File: config.mk
export PLATFORM = sky130hd
export DESIGN_NAME = ros2_app_data_arbiter
export DESIGN_NICKNAME = d
export VERILOG_FILES = /design/src/rtl/ros2_app_data_arbiter.sv
export SDC_FILE = /design/constraint.sdc
export NUM_CORES = 1
export LEC_CHECK = 0
export BUFFER_PORTS_ARGS = -buffer_cell sky130_fd_sc_hd__buf_2
export CORE_AREA = 2 2 64 66
export CTS_CLUSTER_DIAMETER = 80
export DETAILED_ROUTE_END_ITERATION = 8
export DIE_AREA = 0 0 66 68
export PLACE_DENSITY = 0.69
export SLEW_MARGIN = 15
export SYNTH_ARGS = -nofsm -noshare
export SYNTH_HDL_FRONTEND = slang
export SYNTH_SLANG_ARGS = --single-unit
File: constraint.sdc
create_clock -name clk_int -period 2.3 [get_ports clk_int]
set_input_delay 0.46 -clock clk_int [delete_from_list [all_inputs] [get_ports clk_int]]
set_output_delay 0.46 -clock clk_int [all_outputs]
set_load 0.01 [all_outputs]
File: src/rtl/ros2_app_data_arbiter.sv
// ros2_app_data_arbiter: exclusive ownership arbiter for the shared ROS2
// app_data buffer, shared between the ros2 HLS core (IP) and the host CPU.
//
// Ports:
//   clk_int, rst_int         clock, asynchronous active-high reset
//   ip_req / ip_rel          IP request / release pulses (1 cycle)
//   cpu_req / cpu_rel        CPU request / release pulses (1 cycle)
//   ip_grant / cpu_grant     current owner (never both high)
//   app_data_grant           {7'b0, ip_grant}, fed straight to the ros2 core
//   busy                     arbiter not idle
//   grant_count              saturating count of grants issued
//   revoke_count             saturating count of watchdog revokes
//   timeout_pulse            1-cycle pulse on a watchdog revoke
//
// Optional feature: define ARB_TIMEOUT_EN to enable the hold-timeout
// watchdog. Without it, revoke_count and timeout_pulse are tied to 0.
module ros2_app_data_arbiter #(
    parameter int GUARD_CYCLES   = 2,
    parameter int TIMEOUT_CYCLES = 4096,
    parameter int CNT_WIDTH      = 16
) (
    input  logic                 clk_int,
    input  logic                 rst_int,
    input  logic                 ip_req,
    input  logic                 ip_rel,
    input  logic                 cpu_req,
    input  logic                 cpu_rel,
    output logic                 ip_grant,
    output logic                 cpu_grant,
    output logic [7:0]           app_data_grant,
    output logic                 busy,
    output logic [CNT_WIDTH-1:0] grant_count,
    output logic [CNT_WIDTH-1:0] revoke_count,
    output logic                 timeout_pulse
);

    typedef enum logic [1:0] {
        S_IDLE,
        S_GNT_IP,
        S_GNT_CPU,
        S_GUARD
    } state_t;

    localparam int GW = $clog2(GUARD_CYCLES) + 1;

    state_t               state_q, state_d;
    logic [GW-1:0]        guard_cnt_q, guard_cnt_d;
    logic                 pend_ip_q, pend_ip_d;
    logic                 pend_cpu_q, pend_cpu_d;
    // 1 when IP held the last grant; reset value 0 means CPU was last.
    logic                 last_ip_q, last_ip_d;
    logic [CNT_WIDTH-1:0] grant_count_q, grant_count_d;
    logic                 ip_grant_q, cpu_grant_q, busy_q;

    logic ip_own, cpu_own;
    logic eff_ip, eff_cpu;
    logic gnt_ip, gnt_cpu;
    logic expire;

`ifdef ARB_TIMEOUT_EN
    localparam int HW = $clog2(TIMEOUT_CYCLES) + 1;

    logic [HW-1:0]        hold_q, hold_d;
    logic [CNT_WIDTH-1:0] revoke_count_q, revoke_count_d;
    logic                 timeout_pulse_q, timeout_pulse_d;
`else
    logic unused_timeout;
    assign unused_timeout = ^TIMEOUT_CYCLES;
`endif

    always_comb begin
        ip_own  = (state_q == S_GNT_IP);
        cpu_own = (state_q == S_GNT_CPU);
        eff_ip  = pend_ip_q | ip_req;
        eff_cpu = pend_cpu_q | cpu_req;
        // On a tie the requester that did not own last time wins.
        gnt_ip  = (state_q == S_IDLE) && eff_ip
                  && (!eff_cpu || !last_ip_q);
        gnt_cpu = (state_q == S_IDLE) && eff_cpu && !gnt_ip;

`ifdef ARB_TIMEOUT_EN
        // A release in the expiry cycle wins: it is a normal release.
        expire = ((ip_own && !ip_rel) || (cpu_own && !cpu_rel))
                 && (hold_q == HW'(TIMEOUT_CYCLES - 1));
`else
        expire = 1'b0;
`endif

        state_d     = state_q;
        guard_cnt_d = guard_cnt_q;
        last_ip_d   = last_ip_q;

        unique case (state_q)
            S_IDLE: begin
                if (gnt_ip) begin
                    state_d   = S_GNT_IP;
                    last_ip_d = 1'b1;
                end else if (gnt_cpu) begin
                    state_d   = S_GNT_CPU;
                    last_ip_d = 1'b0;
                end
            end
            S_GNT_IP: begin
                if (ip_rel || expire) begin
                    state_d     = S_GUARD;
                    guard_cnt_d = '0;
                end
            end
            S_GNT_CPU: begin
                if (cpu_rel || expire) begin
                    state_d     = S_GUARD;
                    guard_cnt_d = '0;
                end
            end
            S_GUARD: begin
                if (guard_cnt_q == GW'(GUARD_CYCLES - 1)) begin
                    state_d = S_IDLE;
                end else begin
                    guard_cnt_d = guard_cnt_q + 1'b1;
                end
            end
            default: state_d = S_IDLE;
        endcase

        // A request from the current owner is dropped unless it releases
        // in the same cycle, in which case it re-pends.
        pend_ip_d  = (pend_ip_q | (ip_req & ~(ip_own & ~ip_rel)))
                     & ~gnt_ip;
        pend_cpu_d = (pend_cpu_q | (cpu_req & ~(cpu_own & ~cpu_rel)))
                     & ~gnt_cpu;

        grant_count_d = grant_count_q;
        if ((gnt_ip || gnt_cpu) && !(&grant_count_q)) begin
            grant_count_d = grant_count_q + 1'b1;
        end

`ifdef ARB_TIMEOUT_EN
        hold_d = hold_q + 1'b1;
        if (gnt_ip || gnt_cpu) begin
            hold_d = '0;
        end
        revoke_count_d = revoke_count_q;
        if (expire && !(&revoke_count_q)) begin
            revoke_count_d = revoke_count_q + 1'b1;
        end
        timeout_pulse_d = expire;
`endif
    end

    always_ff @(posedge clk_int or posedge rst_int) begin
        if (rst_int) begin
            state_q       <= S_IDLE;
            guard_cnt_q   <= '0;
            pend_ip_q     <= 1'b0;
            pend_cpu_q    <= 1'b0;
            last_ip_q     <= 1'b0;
            grant_count_q <= '0;
            ip_grant_q    <= 1'b0;
            cpu_grant_q   <= 1'b0;
            busy_q        <= 1'b0;
        end else begin
            state_q       <= state_d;
            guard_cnt_q   <= guard_cnt_d;
            pend_ip_q     <= pend_ip_d;
            pend_cpu_q    <= pend_cpu_d;
            last_ip_q     <= last_ip_d;
            grant_count_q <= grant_count_d;
            ip_grant_q    <= (state_d == S_GNT_IP);
            cpu_grant_q   <= (state_d == S_GNT_CPU);
            busy_q        <= (state_d != S_IDLE);
        end
    end

`ifdef ARB_TIMEOUT_EN
    always_ff @(posedge clk_int or posedge rst_int) begin
        if (rst_int) begin
            hold_q          <= '0;
            revoke_count_q  <= '0;
            timeout_pulse_q <= 1'b0;
        end else begin
            hold_q          <= hold_d;
            revoke_count_q  <= revoke_count_d;
            timeout_pulse_q <= timeout_pulse_d;
        end
    end

    assign revoke_count  = revoke_count_q;
    assign timeout_pulse = timeout_pulse_q;
`else
    assign revoke_count  = '0;
    assign timeout_pulse = 1'b0;
`endif

    assign ip_grant       = ip_grant_q;
    assign cpu_grant      = cpu_grant_q;
    assign app_data_grant = {7'b0, ip_grant_q};
    assign busy           = busy_q;
    assign grant_count    = grant_count_q;

    grant_exclusive_a: assert property (
        @(posedge clk_int) disable iff (rst_int)
        !(ip_grant_q && cpu_grant_q)
    );

endmodule

Yosys cells after proc, flatten, opt, wreduce, memory -nomap -nowiden
Index checks and enable logic that the tools add are counted.
- flip-flop bits (word level): 26
- logic and storage cells: 66
- bits of input ports: 6
- $add $sub $neg: 2
- multiplexer cells: 12
- equality and inequality tests: 9
- bitwise operators: 16
- reductions and logical operators: 18
- operators with widths (operator ; count):
    $add 16x1->16 const B ; 1
    $mux 2 ; 8
    $reduce_and 16->1 ; 1
    $pmux 2 s4 ; 1
    $and 1x1->1 ; 6
    $eq 2x1->1 const B ; 3
    $eq 2x2->1 const B ; 3
    $ne 2x2->1 const B ; 3
    $not 1->1 ; 6
    $pmux 2 s3 ; 1
    $logic_and 1x1->1 ; 5
    $logic_not 1->1 ; 4
    $or 1x1->1 ; 4
    $reduce_and 4->1 ; 1
    $reduce_bool 2->1 ; 2
    $reduce_bool 3->1 ; 1
    $add 2x1->2 const B ; 1
    $logic_not 2->1 ; 1
    $logic_or 1x1->1 ; 2
    $mux 1 ; 2
    $reduce_and 2->1 ; 1

Depth between registers and ports, before layout
Gate-level depths: netlist of run 1.
- depth in word-level cells: 10
- mapped depth: 7
- gate-level depth less buffers: 6

Least setup slack after synthesis of run 1
OpenSTA, ideal clock, no wires.
- kind: register to register
- start point: register state_q[1]
- end point: register grant_count_q[14] (netlist: grant_count[14])
- slack: 0.273 ns
- cell stages (with the launch flop): 8
- library setup time: 0.125 ns
- buffers on the path: 1
- data arrival time: 1.902 ns
- cells stage by stage: dfrtp_1 > inv_1 > ha_1 > buf_6 > o41ai_4 > or4_4 > nor3_2 > mux2_2
- word-level cells in the longest chain between the ends: 7
- elaborated cells on any way between the ends: 8
- those cells by class: 8 x reduce/logical
- ends and longest elaborated chain (element ; RTL line ; source):
    start: declaration ; 46 ; state_t state_q, state_d;
    start signal: assignment ; 162 ; state_q <= state_d;
    $logic_not 2->1 (*) ; 77, 79 ;
    $logic_and 1x1->1 ; 77 ; gnt_ip = (state_q == S_IDLE) && eff_ip
    $logic_and 1x1->1 ; 78 ; && (!eff_cpu || !last_ip_q);
    $logic_not 1->1 ; 79 ; gnt_cpu = (state_q == S_IDLE) && eff_cpu && !gnt_ip;
    $logic_and 1x1->1 ; 79 ;
    $logic_or 1x1->1 (*) ; 133 ; if ((gnt_ip || gnt_cpu) && !(&grant_count_q)) begin
    $logic_and 1x1->1 (*) ; 133 ;
    end signal: assignment ; 167 ; grant_count_q <= grant_count_d;
    end: declaration ; 52 ; logic [CNT_WIDTH-1:0] grant_count_q, grant_count_d;
Every way passes the cells marked *; elsewhere a longest branch is shown, timed or not.
A chain may end at the register's enable or synchronous reset.

Worst setup path after layout of run 1
- start point: register state_q[0]
- end point: register grant_count_q[14] (netlist: grant_count[14])
The elaborated chain is that of the path after synthesis.

==> results of run 1 <==
routing by layer:
| metal | vias up | share of wire (%) | GRT usage, % |
|---|---|---|---|
| met2 | 40 | 44 | 22.10 |
| li1 | 587 | - | - |
| met4 | 0 | 1.9 | 5.357 |
| met1 | 535 | 50 | 19.44 |
| met3 | 5 | 4.7 | 1.480 |
| met5 | - | 0 | 0 |
registers in the layout, summed over array words and instances (netlist names):
signal       flops
busy             1
cpu_grant        1
grant_count     16
guard_cnt_q      2
ip_grant         1
last_ip_q        1
pend_cpu_q       1
pend_ip_q        1
state_q          2
placed cells by master (no fill, tap or decap), types with 2 or more instances in the layout:
| master | count |
|---|---|
| nand4_1 | 5 |
| xor2_1 | 4 |
| a22o_1 | 2 |
| nor3_1 | 2 |
| o31ai_1 | 2 |
| o221ai_1 | 2 |
| buf_4 | 5 |
| mux2_2 | 6 |
| nand2b_1 | 4 |
| buf_2 | 25 |
| xnor2_1 | 3 |
| conb_1 | 24 |
| ha_1 | 8 |
| dfrtp_1 | 26 |
| inv_1 | 10 |
| and3_1 | 2 |
| clkbuf_8 | 4 |
| o21ai_0 | 5 |
| nor2_1 | 9 |
| nand3_1 | 6 |
| nand2_1 | 12 |
| a21oi_1 | 5 |
worst max path at each step:
stage                                     from                          end  slack, ns  depth (start not counted)
final                     state_q[0]$_DFF_PP0_  grant_count[14]$_DFFE_PP0P_       0.35                          6
after global routing      state_q[0]$_DFF_PP0_  grant_count[15]$_DFFE_PP0P_       0.21                          7
after CTS                 state_q[0]$_DFF_PP0_  grant_count[14]$_DFFE_PP0P_       0.34                          6
after detailed placement  state_q[0]$_DFF_PP0_  grant_count[14]$_DFFE_PP0P_       0.35                          6
after global placement    state_q[0]$_DFF_PP0_  grant_count[14]$_DFFE_PP0P_       0.39                          6
after floorplan           state_q[1]$_DFF_PP0_  grant_count[14]$_DFFE_PP0P_       0.27                          7
area by class of cell:
cell class	count	area [um2]	share of cell area [%]
flip-flops and latches	26	650.6	36.16
multi-input cells	123	830.8	46.18
clock buffers	4	55.05	3.060
inverters	10	37.54	2.086
well taps	50	62.56	3.477
repair buffers	30	162.7	9.040
cells by family after synthesis:
logic type,count (synthesis),share of synthesized area [%]
AOI/OAI and AO/OA,27,13.57
xor gates and xnor gates,7,3.758
adders and majority gates,8,6.135
buffers and inverters,36,14.49
DFF,26,39.88
muxes,6,4.141
other,1,0.2298
and+or+nand+nor,51,17.79
where the power goes:
part | switching (W) | internal [W]
sequential | 0.000141 | 0.000597
combinational | 0.000462 | 0.000386
clock | 0.000136 | 0.000153
stage by stage:
step	util, %	area, um2	std cells	hold slack [ns]
after global routing	46.66	1799	243	0.2592
after global placement	45.23	1744	239	0.5189
after floorplan	-	1718	185	0.4873
after detailed placement	45.23	1744	239	0.5155
after CTS	46.66	1799	243	0.2395
final	46.66	1799	243	0.2271
worst max-delay path, delay by kind of cell, from the launching register on:
kind                       cells  cell delay (ns)
and+or+nand+nor                2             0.69
AOI/OAI and AO/OA              1             0.10
buffers and inverters          1             0.10
adders and majority gates      1             0.23
DFF                            1             0.38
muxes                          1             0.34
==> reports/results.txt, run 1 <==
# resized after CTS - 0
Area contributors post-synth - dfrtp_1, buf_4, ha_1
RSZ-0062 raised after global routing - false
DRT Pass-1 Iters - 4
filler instances - 376
syn_area_per_cell - 10.07 um2
clk_skew - 0.001431 ns
crit path kind - register to register
YS warnings - 0
Antenna Nets Post-Route - 0
CP Max Fanout - 4
minimum clock period - 1.952 ns
Yosys top cell area share - 39.88%
# setup viols final - 0
Slew headroom - 65.95%
part of the Yosys area used for sequential elements - 39.88%
I/O Buffers - 25
CTS tree - done
Most used DFF post-synth - dfrtp_1
CP required - 2.46 ns
Syn Inst Count - 162
initial core utilization - 42.31%
Max Fclk - 0.5123 GHz
Setup crit start kind - register
GRT Util Overall - 13.84%
Pwr Density - 1042 mW/mm2
grt total ovfl - 0
Final GP Congestion - 0.9419
Place WS - 0.3451 ns
Synth top cells by count - dfrtp_1, buf_4, nand2_1
Via Count - 1167
Die H - 68 um
WL final - 2766 um
DRC viols - 0
Period Utilization, post-route - 84.88%
CTS buffer count - 3
Clk Latency, worst-skew pair - 0.27 ns
LEAKAGE - 0.8946 nW
worst min path class - input pin to asynchronous set/reset pin
Post-Synthesis Cell Area - 0.001632 mm2
final worst slack - 0.3479 ns
htree depth - 1
initial antenna violation count - 0
initial drt markers - 74
clk sinks - 26
Die ar. - 0.004488 mm2
Post-synth EDFFs - 0
Tot Pwr - 0.001875 W
first-pass GRT wire length - 4767 um
CTS Hold Buffers Added - 0
Max Slew Vio Count - 0
Reg clk slew, reported paths - 0.08 ns
area leader, netlist - dfrtp_1
DP HPWL - 2129 um
DR vias/cell - 4.802
critical path, cell by cell - inv_1 -> ha_1 -> o41ai_4 -> or4_4 -> nor3_2 -> mux2_2
IO Pins - 50
worst reg2reg path endpoint - grant_count[14]$_DFFE_PP0P_
Antenna Diode Count - 0
top-count cell post-synth - dfrtp_1
fraction of layout cells with a size suffix above 1 - 25.39%
core outline area - 0.003856 mm2
outcome - finished, final reports clean
setup tns final - 0 ns
CP peak stage delay - 0.55 ns
reg2reg start - state_q[0]$_DFF_PP0_
cell row count - 23
CTS Root Cell - clkbuf_8
unique cell type count in the Yosys netlist - 43
R2R depth - 6
Fin. Hold Viols - 0
Die W - 66 um
Async S/R FF share, synth - 100.0%
CP max-delay cell - or4_4
Worst EP arrival - 2.11 ns
area added between synthesis and finish - 10.28%
wire per inst - 11.38 um
reg-to-reg slack, setup - 0.35 ns
largest net degree at the start of global routing - 27
nets@finish - 208
CP Capture Type - register
number of setup buffers added after CTS - 0
Clock Path Buffers - 2
Max-cap violations - 0
Yosys reg bits - 26
Worst Tran Pin Value - 0.5092 ns
Peak VDD IR - 391.6 uV
vias in the first global route - 1051
Note: power is estimated with default switching activity, not from simulation.
==> run 2: changes to the inputs <==
==> constraint.sdc (replaced) <==
create_clock -name clk_int -period 2 [get_ports clk_int]
set_input_delay 0.4 -clock clk_int [delete_from_list [all_inputs] [get_ports clk_int]]
set_output_delay 0.4 -clock clk_int [all_outputs]
set_load 0.01 [all_outputs]
==> run 2 against run 1 <==
Compared with the run above: count of clock-buffer cells in the layout unchanged; cell area increased by 2.8%; critical endpoint unchanged; power is 22% higher; combinational power rose by 30%; sequential share of layout area decreased by 0.98 points; via count rose by 0.77%; fmax is 3.0% higher; non-clock buffer count is 5 higher.
==> reports/results.txt, run 2 (synthesized netlist as in run 1, its figures left out) <==
max reg flops - 16
CP peak stage delay - 0.56 ns
R2R depth - 6
minimum clock period - 1.895 ns
outcome - finished, final reports clean
CP Buf/Inv Count - 1
Crit path depth - 6
Final GP Congestion - 0.8684
leading cell type in the layout, fill and taps excluded - dfrtp_1
Antenna Diode Count - 0
Die ar. - 0.004488 mm2
core outline area - 0.003856 mm2
wire per inst - 12.01 um
Fin. Hold Viols - 0
fraction of layout cells with a size suffix above 1 - 28.79%
setup tns final - 0 ns
CP max-delay cell - or4_4
GRT Util Overall - 14.41%
largest net degree at the start of global routing - 27
CTS tree - done
Period Utilization, post-route - 94.76%
Antenna Nets Post-Route - 0
DR vias/cell - 4.742
vias in the first global route - 1132
DP HPWL - 2247 um
worst min path class - input pin to asynchronous set/reset pin
area added between synthesis and finish - 13.34%
crit path kind - register to register
initial core utilization - 42.31%
DRC viols - 0
Setup crit start kind - register
RSZ-0062 raised after global routing - false
Die H - 68 um
Max Fclk - 0.5276 GHz
CTS Hold Buffers Added - 0
clk sinks - 26
most frequent cells in the layout - dfrtp_1, buf_2, conb_1, nand2_1, buf_4
clk_skew - 0.005303 ns
CTS Root Cell - clkbuf_8
Peak VDD IR - 503.4 uV
CP Max Fanout - 4
Die W - 66 um
final worst slack - 0.1047 ns
CP Capture Type - register
CP required - 2.16 ns
cell row count - 23
DRT Pass-1 Iters - 4
Tot Pwr - 0.002284 W
filler instances - 373
Pwr Density - 1235 mW/mm2
Max-cap violations - 0
IO Pins - 50
Max Slew Vio Count - 0
Via Count - 1176
first-pass GRT wire length - 5071 um
Clk Latency, worst-skew pair - 0.27 ns
nets@finish - 213
Clock Path Buffers - 2
LEAKAGE - 0.9190 nW
Worst EP arrival - 2.06 ns
WL final - 2979 um
initial drt markers - 74
initial antenna violation count - 0
# setup viols final - 0
critical path, cell by cell - inv_2 -> ha_4 -> o41ai_4 -> or4_4 -> nor3_2 -> mux2_2
htree depth - 1
grt total ovfl - 0
Reg clk slew, reported paths - 0.09 ns
Place WS - 0.02714 ns
Min Hold Slack - 0.1675 ns
cell family with most CP delay - simple AND/OR/NAND/NOR gates
CTS buffer count - 3
I/O Buffers - 25
[run 2: metal layers]
metal | track usage [%] | wire length [um]
met1 | 21.53 | 1528
met2 | 21.72 | 1291
met3 | 1.645 | 133
met4 | 4.847 | 25
met5 | 0 | 0
[run 2: final timing paths]
check / startpoint / end / slack (ns)
worst max-delay path: state_q[0]$_DFF_PP0_ / grant_count[14]$_DFFE_PP0P_ / 0.10
worst min-delay path: rst_int / grant_count[8]$_DFFE_PP0P_ / 0.17
worst max register to register: state_q[0]$_DFF_PP0_ / grant_count[14]$_DFFE_PP0P_ / 0.10
worst min register to register: grant_count[0]$_DFFE_PP0P_ / grant_count[0]$_DFFE_PP0P_ / 0.52
max in group asynchronous: rst_int / grant_count[0]$_DFFE_PP0P_ / 1.58
min in group clk_int: ip_req / pend_ip_q$_DFF_PP0_ / 0.50
[run 2: stage by stage]
stage          util [%]  area (um2)  instances
4_1_cts           47.70        1839        248
5_1_grt           47.96        1849        248
6_report          47.96        1849        248
3_5_place_dp      46.20        1782        244
3_3_place_gp      46.20        1782        244
2_1_floorplan         -        1718        185
[run 2: where the power goes]
group	internal (W)	total (W)	switching (W)
sequential	0.000687	0.000847	0.000160
clock	0.000176	0.000338	0.000162
combinational	0.000523	0.00110	0.000577
total	0.00138	0.00228	0.000899
[run 2: final cells by class]
cell class              count  area, um2  area share (%)
well taps                  50      62.56           3.383
multi-input cells         123      843.3           45.60
flip-flops and latches     26      650.6           35.18
inverters                  10      37.54           2.030
repair buffers             35      200.2           10.83
clock buffers               4      55.05           2.977
[run 2: worst reg2reg max path, stage by stage, from the launching register on]
cell,delay [ns]
dfrtp_1,0.39
inv_2,0.10
ha_4,0.17
o41ai_4,0.08
or4_4,0.56
nor3_2,0.15
mux2_2,0.35
[run 2: repair_timing]
action                     in CTS  in global routing
setup endpoints to repair       1                  2
setup buffers                   0                  0
gates resized for setup         1                  1
==> run 3: changes to the inputs <==
--- a/config.mk
+++ b/config.mk
@@ -6,11 +6,11 @@
 export NUM_CORES = 1
 export LEC_CHECK = 0
 export BUFFER_PORTS_ARGS = -buffer_cell sky130_fd_sc_hd__buf_2
-export CORE_AREA = 2 2 64 66
+export CORE_AREA = 2 2 60 62
 export CTS_CLUSTER_DIAMETER = 80
 export DETAILED_ROUTE_END_ITERATION = 8
-export DIE_AREA = 0 0 66 68
-export PLACE_DENSITY = 0.69
+export DIE_AREA = 0 0 62 64
+export PLACE_DENSITY = 0.77
 export SLEW_MARGIN = 15
 export SYNTH_ARGS = -nofsm -noshare
 export SYNTH_HDL_FRONTEND = slang
==> run 3 against run 2 <==
Compared with the run above: fmax shrank 1.3%; sequential power grew 2%; flip-flop and latch count is the same; die area shrank 12%.
==> reports/results.txt, run 3 (synthesized netlist as in run 1, its figures left out) <==
Reg clk slew, reported paths - 0.13 ns
area added between synthesis and finish - 10.20%
CP peak stage delay - 0.55 ns
Period Utilization, post-route - 95.97%
htree depth - 1
vias in the first global route - 1049
largest net degree at the start of global routing - 27
Fin. Hold Viols - 0
placed cells - 238
Die ar. - 0.003968 mm2
Final GP Congestion - 0.8906
initial core utilization - 49.68%
initial drt markers - 54
Peak VDD IR - 653.9 uV
core outline area - 0.003284 mm2
worst min path class - input pin to asynchronous set/reset pin
minimum clock period - 1.919 ns
Non-Filler Instances - 242
DP HPWL - 2264 um
initial antenna violation count - 0
R2R depth - 6
CTS Hold Buffers Added - 0
DRC viols - 0
LEAKAGE - 0.9004 nW
GRT Util Overall - 15.15%
cell family with most CP delay - simple AND/OR/NAND/NOR gates
Pwr Density - 1199 mW/mm2
Die W - 62 um
CP Max Fanout - 4
worst reg2reg path endpoint - grant_count[14]$_DFFE_PP0P_
# resized after CTS - 0
nets@finish - 211
reg-to-reg slack, setup - 0.08 ns
DRT Pass-1 Iters - 4
clk sinks - 26
Worst EP arrival - 2.14 ns
cell row count - 21
IO Pins - 50
Antenna Nets Post-Route - 0
fraction of layout cells with a size suffix above 1 - 27.55%
wire per inst - 11.68 um
Max Slew Vio Count - 0
Max-cap violations - 0
WL final - 2827 um
Via Count - 1200
# setup viols final - 0
most frequent cells in the layout - dfrtp_1, buf_2, conb_1, nand2_1, nor2_1
Die H - 64 um
register area - 650.6 um2
leading cell type in the layout, fill and taps excluded - dfrtp_1
number of setup buffers added after CTS - 0
crit path kind - register to register
max reg flops - 16
reg2reg start - state_q[1]$_DFF_PP0_
clk_skew - 0.001673 ns
filler instances - 319
Clock Path Buffers - 2
Clk Latency, worst-skew pair - 0.32 ns
area of the multi-input gates - 830.8 um2
CP required - 2.22 ns
grt total ovfl - 0
CP max-delay cell - or4_4
DR vias/cell - 4.959
CTS Root Cell - clkbuf_4
Util after Layout - 54.74%
CTS buffer count - 3
outcome - finished, final reports clean
setup tns final - 0 ns
Max Fclk - 0.5210 GHz
CP Buf/Inv Count - 1
Antenna Diode Count - 0
first-pass GRT wire length - 4671 um
I/O Buffers - 25
Setup crit start kind - register
RSZ-0062 raised after global routing - false
CP Capture Type - register
critical path, cell by cell - inv_2 -> ha_1 -> o41ai_4 -> or4_4 -> nor3_2 -> mux2_2
CTS tree - done
run 3: cell count changes in the layout (fill, tap and decap cells not counted), sizes merged:
cell and change:
buf -2
run 3: worst max path at each step:
stage | cells past startpoint | slack (ns) | start | end
2_1_floorplan | 7 | -0.006 | state_q[1]$_DFF_PP0_ | grant_count[14]$_DFFE_PP0P_
3_3_place_gp | 6 | 0.13 | state_q[0]$_DFF_PP0_ | grant_count[14]$_DFFE_PP0P_
3_5_place_dp | 6 | 0.08 | state_q[1]$_DFF_PP0_ | grant_count[14]$_DFFE_PP0P_
4_1_cts | 6 | 0.07 | state_q[1]$_DFF_PP0_ | grant_count[14]$_DFFE_PP0P_
5_1_grt | 6 | 0.03 | state_q[1]$_DFF_PP0_ | grant_count[14]$_DFFE_PP0P_
6_report | 6 | 0.08 | state_q[1]$_DFF_PP0_ | grant_count[14]$_DFFE_PP0P_
run 3: tightest hold or removal path, cell delays in order:
cell and delay [ns]:
buf_2 0.09, inv_1 0.04, buf_4 0.30
run 3: metrics by stage:
| stage | hold WS, ns | area, um2 | setup slack [ns] | power (W) |
|---|---|---|---|---|
| CTS | 0.1136 | 1798 | 0.06722 | 0.002170 |
| global route | 0.1259 | 1798 | 0.02559 | 0.002341 |
| detailed placement | 0.4643 | 1762 | 0.08470 | 0.001915 |
| global placement | 0.4677 | 1762 | 0.1313 | 0.001877 |
| floorplan | 0.4400 | 1718 | -0.005721 | 0.001597 |
| finish | 0.1010 | 1798 | 0.08069 | 0.002156 |
run 3: area by class of cell:
cell class | instances | area share, %
Sequential cell | 26 | 36.19
Inverter | 10 | 2.088
Tap cell | 46 | 3.201
Multi-Input combinational cell | 123 | 46.21
Timing Repair Buffer | 33 | 10.30
Clock buffer | 4 | 2.018
run 3: routing by layer:
| layer | global-route usage, % | vias up | wire, um |
|---|---|---|---|
| met5 | 0 | - | 0 |
| met4 | 4.521 | 0 | 22 |
| met3 | 1.417 | 4 | 140 |
| met2 | 21.88 | 41 | 1266 |
| met1 | 23.64 | 561 | 1398 |
| li1 | - | 594 | - |
run 3: report_power, final:
part	switching, W	total, W	internal [W]
logic	0.000547	0.00103	0.000483
registers	0.000179	0.000865	0.000686
clock network	0.000150	0.000261	0.000111
total	0.000876	0.00216	0.00128
